[config.mk]
export PLATFORM = sky130hd
export DESIGN_NAME = hmac_msg_packer_flat
export DESIGN_NICKNAME = d
export VERILOG_FILES = /design/src/rtl/hmac_pkg.sv /design/src/rtl/hmac_msg_packer_if.sv /design/src/rtl/hmac_word_fifo.sv /design/src/rtl/hmac_msg_packer.sv /design/src/flat_wrapper.sv
export SDC_FILE = /design/constraint.sdc
export NUM_CORES = 1
export LEC_CHECK = 0
export BUFFER_PORTS_ARGS = -buffer_cell sky130_fd_sc_hd__buf_2
export CORE_ASPECT_RATIO = 0.75
export CORE_UTILIZATION = 50
export DETAILED_ROUTE_END_ITERATION = 7
export GPL_TIMING_DRIVEN = 1
export PLACE_DENSITY = 0.69
export SLEW_MARGIN = 20
export SYNTH_ARGS = -nofsm -noshare
export SYNTH_HDL_FRONTEND = slang
export SYNTH_SLANG_ARGS = --single-unit
[constraint.sdc]
create_clock -name clk -period 5.35 [get_ports clk]
set_clock_uncertainty 0.1 [all_clocks]
set_input_delay 1.07 -clock clk [delete_from_list [all_inputs] [get_ports clk]]
set_output_delay 1.07 -clock clk [all_outputs]
set_load 0.01 [all_outputs]
[src/rtl/hmac_pkg.sv]
// Shared types and constants for the HMAC message packer and its word FIFO.
package hmac_pkg;

  localparam int unsigned WORD_W         = 32;
  localparam int unsigned BYTE_W         = 8;
  localparam int unsigned BYTES_PER_WORD = 4;

  typedef enum logic {
    P_IDLE,
    P_FILL
  } pack_state_e;

  typedef struct packed {
    logic              last;
    logic [1:0]        nbytes;
    logic [WORD_W-1:0] word;
  } fifo_entry_t;

endpackage

[src/rtl/hmac_msg_packer_if.sv]
// Host byte stream and packed message word stream of the HMAC message packer.
interface hmac_msg_packer_if #(
  parameter int unsigned LEN_W = 32
);
  logic [hmac_pkg::BYTE_W-1:0] in_byte;
  logic                        in_valid;
  logic                        in_last;
  logic                        in_ready;
  logic [hmac_pkg::WORD_W-1:0] msg_word;
  logic                        msg_valid;
  logic                        msg_last;
  logic                        msg_ready;
  logic [1:0]                  msg_last_bytes;
  logic [LEN_W-1:0]            msg_len;
  logic                        msg_len_valid;

  modport master (
    output in_byte, in_valid, in_last, msg_ready,
    input  in_ready, msg_word, msg_valid, msg_last, msg_last_bytes, msg_len, msg_len_valid
  );

  modport slave (
    input  in_byte, in_valid, in_last, msg_ready,
    output in_ready, msg_word, msg_valid, msg_last, msg_last_bytes, msg_len, msg_len_valid
  );
endinterface

[src/rtl/hmac_word_fifo.sv]
// Synchronous word FIFO with a registered head entry and a synchronous clear.
module hmac_word_fifo
  import hmac_pkg::*;
#(
  parameter int unsigned DEPTH = 4
) (
  input  logic        clk,
  input  logic        reset_n,
  input  logic        clear,
  input  logic        push,
  input  fifo_entry_t wdata,
  input  logic        pop,
  output logic        full,
  output fifo_entry_t head,
  output logic        head_valid
);

  localparam int unsigned PtrW = (DEPTH > 1) ? $clog2(DEPTH) : 1;
  localparam int unsigned CntW = PtrW + 1;

  fifo_entry_t     mem_q [DEPTH];
  logic [PtrW-1:0] wr_ptr_q, wr_ptr_d;
  logic [PtrW-1:0] rd_ptr_q, rd_ptr_d;
  logic [CntW-1:0] cnt_q, cnt_d, remain;
  fifo_entry_t     head_q, head_d;
  logic            valid_q, valid_d;
  logic            do_push, do_pop;

  assign full       = (cnt_q == CntW'(DEPTH));
  assign do_push    = push && !full && !clear;
  assign do_pop     = pop && valid_q && !clear;
  assign head       = head_q;
  assign head_valid = valid_q;

  always_comb begin
    rd_ptr_d = rd_ptr_q + PtrW'(do_pop);
    wr_ptr_d = wr_ptr_q + PtrW'(do_push);
    remain   = cnt_q - CntW'(do_pop);
    cnt_d    = remain + CntW'(do_push);
    valid_d  = (cnt_d != '0);
    // Head is the oldest entry left after the pop; an empty FIFO forwards the incoming word.
    if (remain != '0) begin
      head_d = mem_q[rd_ptr_d];
    end else if (do_push) begin
      head_d = wdata;
    end else begin
      head_d = '0;
    end
    if (clear) begin
      rd_ptr_d = '0;
      wr_ptr_d = '0;
      cnt_d    = '0;
      head_d   = '0;
      valid_d  = 1'b0;
    end
  end

  always_ff @(posedge clk) begin
    if (do_push) begin
      mem_q[wr_ptr_q] <= wdata;
    end
  end

  always_ff @(posedge clk or negedge reset_n) begin
    if (!reset_n) begin
      wr_ptr_q <= '0;
      rd_ptr_q <= '0;
      cnt_q    <= '0;
      head_q   <= '0;
      valid_q  <= 1'b0;
    end else begin
      wr_ptr_q <= wr_ptr_d;
      rd_ptr_q <= rd_ptr_d;
      cnt_q    <= cnt_d;
      head_q   <= head_d;
      valid_q  <= valid_d;
    end
  end

endmodule

[src/rtl/hmac_msg_packer.sv]
// Packs a host byte stream into 32-bit HMAC message words and tracks message length.
// Define HMAC_PACK_BSWAP_EN for big-endian lane order (first byte in bits [31:24]).
module hmac_msg_packer
  import hmac_pkg::*;
#(
  parameter int unsigned FIFO_DEPTH = 4,
  parameter int unsigned LEN_W      = 32
) (
  input logic               clk,
  input logic               reset_n,
  input logic               abort,
  hmac_msg_packer_if.slave  bus
);

  pack_state_e       state_q, state_d;
  logic [1:0]        byte_idx_q, byte_idx_d;
  logic [WORD_W-1:0] pack_q, pack_d, merged;
  logic [LEN_W-1:0]  count_q, count_d, count_inc;
  logic [LEN_W-1:0]  len_q, len_d;
  logic              len_valid_q, len_valid_d;
  logic              run_q;
  logic              fifo_full, accept, push, head_valid;
  logic [1:0]        lane;
  fifo_entry_t       push_entry, head;

  // run_q keeps in_ready low until the first edge after reset release.
  assign bus.in_ready = run_q && !fifo_full && !abort;
  assign accept       = bus.in_valid && bus.in_ready;
  assign push         = accept && ((byte_idx_q == 2'd3) || bus.in_last);

`ifdef HMAC_PACK_BSWAP_EN
  assign lane = 2'd3 - byte_idx_q;
`else
  assign lane = byte_idx_q;
`endif

  always_comb begin
    merged                        = pack_q;
    merged[{lane, 3'b000} +: BYTE_W] = bus.in_byte;
  end

  assign push_entry = '{last: bus.in_last, nbytes: byte_idx_q + 2'd1, word: merged};
  assign count_inc  = (count_q == '1) ? count_q : count_q + LEN_W'(1);

  always_comb begin
    state_d     = state_q;
    byte_idx_d  = byte_idx_q;
    pack_d      = pack_q;
    count_d     = count_q;
    len_d       = len_q;
    len_valid_d = 1'b0;
    if (abort) begin
      state_d    = P_IDLE;
      byte_idx_d = '0;
      pack_d     = '0;
      count_d    = '0;
    end else if (accept) begin
      count_d = count_inc;
      if (push) begin
        byte_idx_d = '0;
        pack_d     = '0;
      end else begin
        byte_idx_d = byte_idx_q + 2'd1;
        pack_d     = merged;
      end
      // Either state closes the message on in_last and stays open otherwise.
      state_d = bus.in_last ? P_IDLE : P_FILL;
      if (bus.in_last) begin
        len_d       = count_inc;
        len_valid_d = 1'b1;
        count_d     = '0;
      end
    end
  end

  always_ff @(posedge clk or negedge reset_n) begin
    if (!reset_n) begin
      state_q     <= P_IDLE;
      byte_idx_q  <= '0;
      pack_q      <= '0;
      count_q     <= '0;
      len_q       <= '0;
      len_valid_q <= 1'b0;
      run_q       <= 1'b0;
    end else begin
      state_q     <= state_d;
      byte_idx_q  <= byte_idx_d;
      pack_q      <= pack_d;
      count_q     <= count_d;
      len_q       <= len_d;
      len_valid_q <= len_valid_d;
      run_q       <= 1'b1;
    end
  end

  hmac_word_fifo #(
    .DEPTH(FIFO_DEPTH)
  ) u_fifo (
    .clk       (clk),
    .reset_n   (reset_n),
    .clear     (abort),
    .push      (push),
    .wdata     (push_entry),
    .pop       (bus.msg_ready),
    .full      (fifo_full),
    .head      (head),
    .head_valid(head_valid)
  );

  assign bus.msg_word       = head.word;
  assign bus.msg_last       = head.last;
  assign bus.msg_last_bytes = head.nbytes;
  assign bus.msg_valid      = head_valid;
  assign bus.msg_len        = len_q;
  assign bus.msg_len_valid  = len_valid_q;

endmodule
[src/flat_wrapper.sv]
// flat-port wrapper written by rule: the top's interface ports become plain ports
module hmac_msg_packer_flat import hmac_pkg::*;
#(
  parameter int unsigned FIFO_DEPTH = 4,
  parameter int unsigned LEN_W      = 32
)
  (clk, reset_n, abort, bus_in_byte, bus_in_valid, bus_in_last, bus_msg_ready, bus_in_ready, bus_msg_word, bus_msg_valid, bus_msg_last, bus_msg_last_bytes, bus_msg_len, bus_msg_len_valid);
  hmac_msg_packer_if #(.LEN_W(LEN_W)) bus_i ();
  input logic clk;
  input logic reset_n;
  input logic abort;
  input wire logic [$bits(bus_i.in_byte)-1:0] bus_in_byte;
  input wire logic [$bits(bus_i.in_valid)-1:0] bus_in_valid;
  input wire logic [$bits(bus_i.in_last)-1:0] bus_in_last;
  input wire logic [$bits(bus_i.msg_ready)-1:0] bus_msg_ready;
  output wire logic [$bits(bus_i.in_ready)-1:0] bus_in_ready;
  output wire logic [$bits(bus_i.msg_word)-1:0] bus_msg_word;
  output wire logic [$bits(bus_i.msg_valid)-1:0] bus_msg_valid;
  output wire logic [$bits(bus_i.msg_last)-1:0] bus_msg_last;
  output wire logic [$bits(bus_i.msg_last_bytes)-1:0] bus_msg_last_bytes;
  output wire logic [$bits(bus_i.msg_len)-1:0] bus_msg_len;
  output wire logic [$bits(bus_i.msg_len_valid)-1:0] bus_msg_len_valid;
  assign bus_i.in_byte = bus_in_byte;
  assign bus_i.in_valid = bus_in_valid;
  assign bus_i.in_last = bus_in_last;
  assign bus_i.msg_ready = bus_msg_ready;
  assign bus_in_ready = bus_i.in_ready;
  assign bus_msg_word = bus_i.msg_word;
  assign bus_msg_valid = bus_i.msg_valid;
  assign bus_msg_last = bus_i.msg_last;
  assign bus_msg_last_bytes = bus_i.msg_last_bytes;
  assign bus_msg_len = bus_i.msg_len;
  assign bus_msg_len_valid = bus_i.msg_len_valid;
  hmac_msg_packer #(.FIFO_DEPTH(FIFO_DEPTH), .LEN_W(LEN_W)) u_core (.clk(clk), .reset_n(reset_n), .abort(abort), .bus(bus_i));
endmodule
# --- After elaboration in Yosys (flattened, before gate mapping) ---
# Memory sizes are Yosys's and may differ from the RTL's.
# Cells that the tools add are included.
totals:
  ramBits: 140
  ff_bits: 143
  input_bits: 14
  elab_cells: 65
  memories: 1
memory_table:
  columns: ["memory", "words", "word_bits", "read_ports", "rd_ports_with_merged_regs", "write_ports", "line_no", "text"]
  rows:
  - ["u_core.u_fifo.mem_q", 4, 35, 1, 0, 1, "hmac_word_fifo.sv:21", "fifo_entry_t mem_q [DEPTH];"]
op_classes:
  reduce_logical: 15
  shifts: 2
  mux: 23
  n_addsub: 7
  n_bitwise: 1
  eq_ne: 3
ops:
  columns: ["operator", "n"]
  rows:
  - ["$mux W32", 7]
  - ["$mux W35", 3]
  - ["$add A32 B1 Y32 const B", 1]
  - ["$bwmux W32", 1]
  - ["$eq A32 B32 Y1 const B", 1]
  - ["$shift A8 B7 Y32 const A", 1]
  - ["$shiftx A8 B7 Y32", 1]
  - ["$mux W2", 5]
  - ["$logic_and A1 B1 Y1", 8]
  - ["$neg A5 Y7", 1]
  - ["$mux W1", 6]
  - ["$reduce_bool A3 Y1", 2]
  - ["$add A2 B1 Y2", 2]
  - ["$add A3 B1 Y3", 1]
  - ["$eq A3 B3 Y1 const B", 1]
  - ["$mux W3", 1]
  - ["$reduce_and A3 Y1", 1]
  - ["$sub A3 B1 Y3", 1]
  - ["$add A2 B1 Y2 const B", 1]
  - ["$eq A2 B2 Y1 const B", 1]
  - ["$logic_not A1 Y1", 2]
  - ["$reduce_bool A2 Y1", 1]
  - ["$logic_or A1 B1 Y1", 1]
  - ["$not A1 Y1", 1]

# --- Longest topological paths before layout ---
depth:
  word_depth: 11
  ltp_mapped: 11
  depth_no_buf: 9

# --- Modules after synthesis ---
# Synthesis repeated with hierarchy kept, for this count alone.
unflattened:
  cells_unflattened: 1094
  hier_area_um2: 12545.8
by_module_without_submodules:
  columns: ["module", "seq_area_each_um2", "area_per_inst_um2", "instances", "cells_per_inst"]
  rows:
  - ["hmac_word_fifo", 5280.1, 7214.4, 1, 491]
  - ["hmac_msg_packer", 2502.4, 5331.4, 1, 603]

# --- Least setup slack after synthesis ---
# Ideal clock, no wire load.
synth_timing:
  kind: "in2reg"
  start: "input abort"
  end: "memory u_core.u_fifo.mem_q[2][0] (netlist bit) (enable)"
  cell_stages: 4
  arrival_time_ns: 4.217
  path_buffers: 0
  required_ns: 4.772
  setup_ns: 0.478
  path_slack_ns: 0.555
  path_cell_list: "nor2b_1 -> and3_1 -> o21ai_0 -> nor3b_1"
synth_between:
  elab_chain_len: 8
synth_rtl:
  columns: ["item", "line_no", "text"]
  rows:
  - ["from (decl)", "flat_wrapper.sv:11", "input logic abort;"]
  - ["$logic_not A1 Y1 (*)", "hmac_word_fifo.sv:30, hmac_msg_packer.sv:27", null]
  - ["$logic_and A1 B1 Y1", "hmac_msg_packer.sv:27", "assign bus.in_ready = run_q && !fifo_full && !abort;"]
  - ["$logic_and A1 B1 Y1", "hmac_msg_packer.sv:28", "assign accept = bus.in_valid && bus.in_ready;"]
  - ["$logic_and A1 B1 Y1", "hmac_msg_packer.sv:29", "assign push = accept && ((byte_idx_q == 2'd3) || bus.in_last);"]
  - ["$logic_and A1 B1 Y1", "hmac_word_fifo.sv:30", "assign do_push = push && !full && !clear;"]
  - ["$logic_and A1 B1 Y1 (*)", "hmac_word_fifo.sv:30", null]
  - ["$mux W1 (*)", "hmac_word_fifo.sv:59", "if (do_push) begin"]
  - ["$mux W1 (implied by the code) (*)", "hmac_word_fifo.sv:60", "mem_q[wr_ptr_q] <= wdata;"]
  - ["to (decl)", "hmac_word_fifo.sv:21", null]
# Every way passes the cells marked *; elsewhere a longest branch is shown, timed or not.

# --- Worst setup path in the final report ---
layout_timing:
  start: "input abort"
  end: "output bus_in_ready"
layout_between:
  elab_chain_len: 2
layout_rtl:
  columns: ["item", "line_no", "text"]
  rows:
  - ["$logic_not A1 Y1", "hmac_msg_packer.sv:27", null]
  - ["$logic_and A1 B1 Y1", "hmac_msg_packer.sv:27", null]
  - ["to (decl)", "flat_wrapper.sv:16", "output wire logic [$bits(bus_i.in_ready)-1:0] bus_in_ready;"]
# No other way between the ends.

==> flow_summary.toml <==
[global_routing]
grt_max_degree = 66
grt.total_usage = 0.232
grt-ovfl-total = 0
grt_pass1_wl_um = 44400
first_global_vias = 7674
antenna_found_initial = 1

[timing]
drv_slew = 0
tightestPinTransition_ns = 1.01
fin_crit_ns = 3.26
slew_headroom = 0.321
setup_viol = 0
fmax_mhz = 306
hold_viol = 0
tns_ns = 0
grt_setup_unrepaired = "no"
whs_ns = 0.371
fin_crit_sh = 0.610

[clock_network]
path_clk_slew_ns = 0.06
postCtsHoldBufs = 0
cts_resized = 0
cts.sinks = 283
root_buffer = "clkbuf_16"
cts_tree = "built"
clk-insertion-delay-late_ns = 0.54
cts_setup_buffers = 0
cts_buffers = 28
htreeDepth = 1
clockBufferDepth = 3

[synth]
syn_avg_cell_area_um2 = 12.3
synth_seq_cells = 283
synth_top_flop_cell = "dfrtp_1"
yosysWarnings = 0
ys_seq_area_frac = 0.642
synth_top_area_share = 0.347
async_reset_ff_frac = 0.505
ys_types = 55
synth_top_cell_by_area = "edfxtp_1"
synthCells = 984
yosys-top-cells-area = "edfxtp_1 (35%), dfrtp_1 (30%), mux4_2 (6.5%)"
syn_area_um2 = 12100
synth_fp_nets = 1011
synth_edf_count = 140

[drt]
top_layer_used = "met4"
vias_per_cell = 5.78
drt_iter0_markers = 759
wl_met1_um = 13000
drc = 0
vias = 7970
wl_met3_um = 2100
totalWireLength_um = 27500
dr_wl_met2_um = 11900
drt-wirelength-per-cell_um = 20.0
drt_first_pass_iters = 5
ant_nets = 0

[final_layout]
areaGrowthSynthToFinish_pct = 13.6
finalNonFillerCells = 1379
layout-drive-gt1-share = 0.191
nets = 1083

[setup_path]
worstPathArrival_ns = 2.09
ff2ff_path_depth = 7
cp-start-kind = "input port"
required_ns = 4.18
crit_family = "buffers and inverters"
worstSetupPathType = "in -> out"
worstReg2RegStart = "u_core.count_q[0]$_DFFE_PN0P_"
r2r-end = "u_core.bus.msg_len[7]$_DFFE_PN0P_"
path_common_cell = "buf_2"
reg2reg_slack_ns = 2.32
cp_slowest_stage_delay_ns = 0.48
worstPathMaxFanout = 48
endpoint_kind = "output port"
path_cells = "buf_2 > buf_4 > nor2b_1 > and2_1 > buf_2"
worst-path-buf-inv = 3
worst_path_max_delay_cell = "buf_4"

[floorplan]
die_w_um = 182
core_area_um2 = 23400
die_area_um2 = 24900
die_h_um = 137
core.rowCount = 48
start_util = 0.518
ios = 84

[worst_hold_path]
hold_path_depth = 2
holdPathEnd = "u_core.bus.msg_len[21]$_DFFE_PN0P_"
min-delay-start = "u_core.bus.msg_len[21]$_DFFE_PN0P_"
min_path_type = "reg -> reg"

[power_and_ir_drop]
internal_power_w = 0.00356
clkPwrFrac = 0.414
p_seq_frac = 0.506
total_leakage_power_nw = 5.43
vdd_drop_max_mv = 0.273
power_switching_w = 0.00109
p_comb_frac = 0.081
p_per_area_nw_per_um2 = 337
p_sw_frac = 0.234

[placed_design]
io_buffer_count = 83
place_hpwl_um = 17000
dp.cells = 1326
gp_congestion = 0.775

[outcome]
status = "completed"

[run]
cap_violations = 0
==> power groups by stage <==
stage | clock network (W) | logic, W | registers, W
after floorplan | 0 | 0.000210 | 0.00240
after global placement | 0 | 0.000367 | 0.00239
after detailed placement | 0 | 0.000376 | 0.00239
after CTS | 0.00195 | 0.000379 | 0.00235
after global routing | 0.00204 | 0.000416 | 0.00235
final | 0.00192 | 0.000375 | 0.00235
==> per-stage QoR <==
stage / worst slack (ns) / instance area (um^2) / utilization / total power (W)
2_1_floorplan: 0.555 / 12100 / - / 0.00261
3_3_place_gp: 1.64 / 12900 / 0.549 / 0.00276
3_5_place_dp: 1.58 / 12900 / 0.549 / 0.00277
4_1_cts: 2.08 / 13800 / 0.588 / 0.00468
5_1_grt: 1.94 / 13800 / 0.588 / 0.00481
6_report: 2.09 / 13800 / 0.588 / 0.00464
==> synthesized netlist by cell type (2+ instances only) <==
| cell type | instances |
|---|---|
| and3_1 | 10 |
| a21oi_1 | 43 |
| nand2_1 | 164 |
| dfrtp_1 | 143 |
| nand3_1 | 49 |
| a21o_1 | 4 |
| clkbuf_1 | 40 |
| a41oi_1 | 2 |
| or3_1 | 4 |
| and4_1 | 3 |
| nand3_2 | 3 |
| edfxtp_1 | 140 |
| buf_6 | 2 |
| nor4_1 | 4 |
| inv_1 | 43 |
| a22o_1 | 3 |
| buf_1 | 4 |
| xnor2_1 | 16 |
| a31oi_1 | 13 |
| mux4_2 | 35 |
| and2_1 | 3 |
| o31ai_1 | 13 |
| nor2b_1 | 6 |
| o21ai_0 | 117 |
| xor2_1 | 19 |
| buf_2 | 12 |
| nand4_1 | 8 |
| nand2b_1 | 2 |
| o21ai_1 | 5 |
| and4_4 | 3 |
| buf_4 | 4 |
| nor3_1 | 6 |
| nor3b_1 | 3 |
| nor4_2 | 2 |
| nor2_1 | 22 |
| o32ai_1 | 2 |
| nor4bb_1 | 2 |
| ha_1 | 13 |
==> logic make-up after synthesis <==
logic type,count (synthesis),synth area share
fa+ha+maj,13,0.0134
buf+inv,105,0.0362
flops,283,0.642
xor+xnor,35,0.0253
simple gates,303,0.121
other cells,1,0.000309
compound gates,207,0.0956
mux,37,0.0667
==> worst max-delay path by stage <==
stage,startpoint,to,slack [ns],cells past startpoint
global placement,abort,u_core.u_fifo.head_valid$_DFF_PN0_,1.64,11
floorplan,abort,u_core.u_fifo.mem_q[2][0]$_DFFE_PP_,0.55,4
global route,abort,u_core.u_fifo.mem_q[3][23]$_DFFE_PP_,1.94,9
detailed placement,abort,u_core.u_fifo.mem_q[3][19]$_DFFE_PP_,1.58,9
finish,abort,bus_in_ready,2.09,5
CTS,abort,bus_in_ready,2.08,5
==> metal layers <==
layer	GRT usage	vias to the layer above
met5	0	-
met4	0.0532	0
met3	0.0452	37
met2	0.338	297
met1	0.358	3945
li1	-	3691
==> cell usage in the layout (no fill, tap or decap), types with 6 or more instances in the layout <==
cell       instances
a21oi_1           43
a31oi_1           13
and3_1            10
buf_2             82
buf_4             20
clkbuf_16         29
clkinv_1           6
clkinv_2           7
dfrtp_1          143
edfxtp_1         140
ha_1              12
inv_1             43
mux4_2            35
nand2_1          163
nand3_1           49
nand4_1            8
nor2_1            18
nor2b_1            6
o21ai_0          117
o31ai_1           13
xnor2_1           16
xor2_1            18
==> area by class of cell <==
type                       count  area, um^2
inverter                      43         161
sequential                   283        7780
tap                          300         375
clock buffer                  35         768
timing repair buffer         104         592
antenna                        1        2.50
clock inverter                17         130
fill                        1879        9650
multi-input combinational    596        3960
==> state kept, by name (all words and copies together), names as in the netlist <==
signal / flops
u_core.bus.msg_len: 32
u_core.u_fifo.rd_ptr_q: 2
u_core.u_fifo.head: 35
u_core.bus.msg_len_valid: 1
u_core.pack_q: 32
u_core.u_fifo.mem_q: 140
u_core.u_fifo.cnt_q: 3
u_core.count_q: 32
u_core.u_fifo.head_valid: 1
u_core.u_fifo.wr_ptr_q: 2
u_core.byte_idx_q: 2
u_core.run_q: 1
==> worst register-to-register path, stage by stage, from the launching register on <==
cell     delay, ns
dfrtp_1       0.42
ha_1          0.29
nand4_1       0.34
nor3_1        0.27
nand4_1       0.70
nand4_1       0.46
xor2_1        0.20
o21ai_0       0.09
Note: power is estimated with default switching activity, not from simulation.
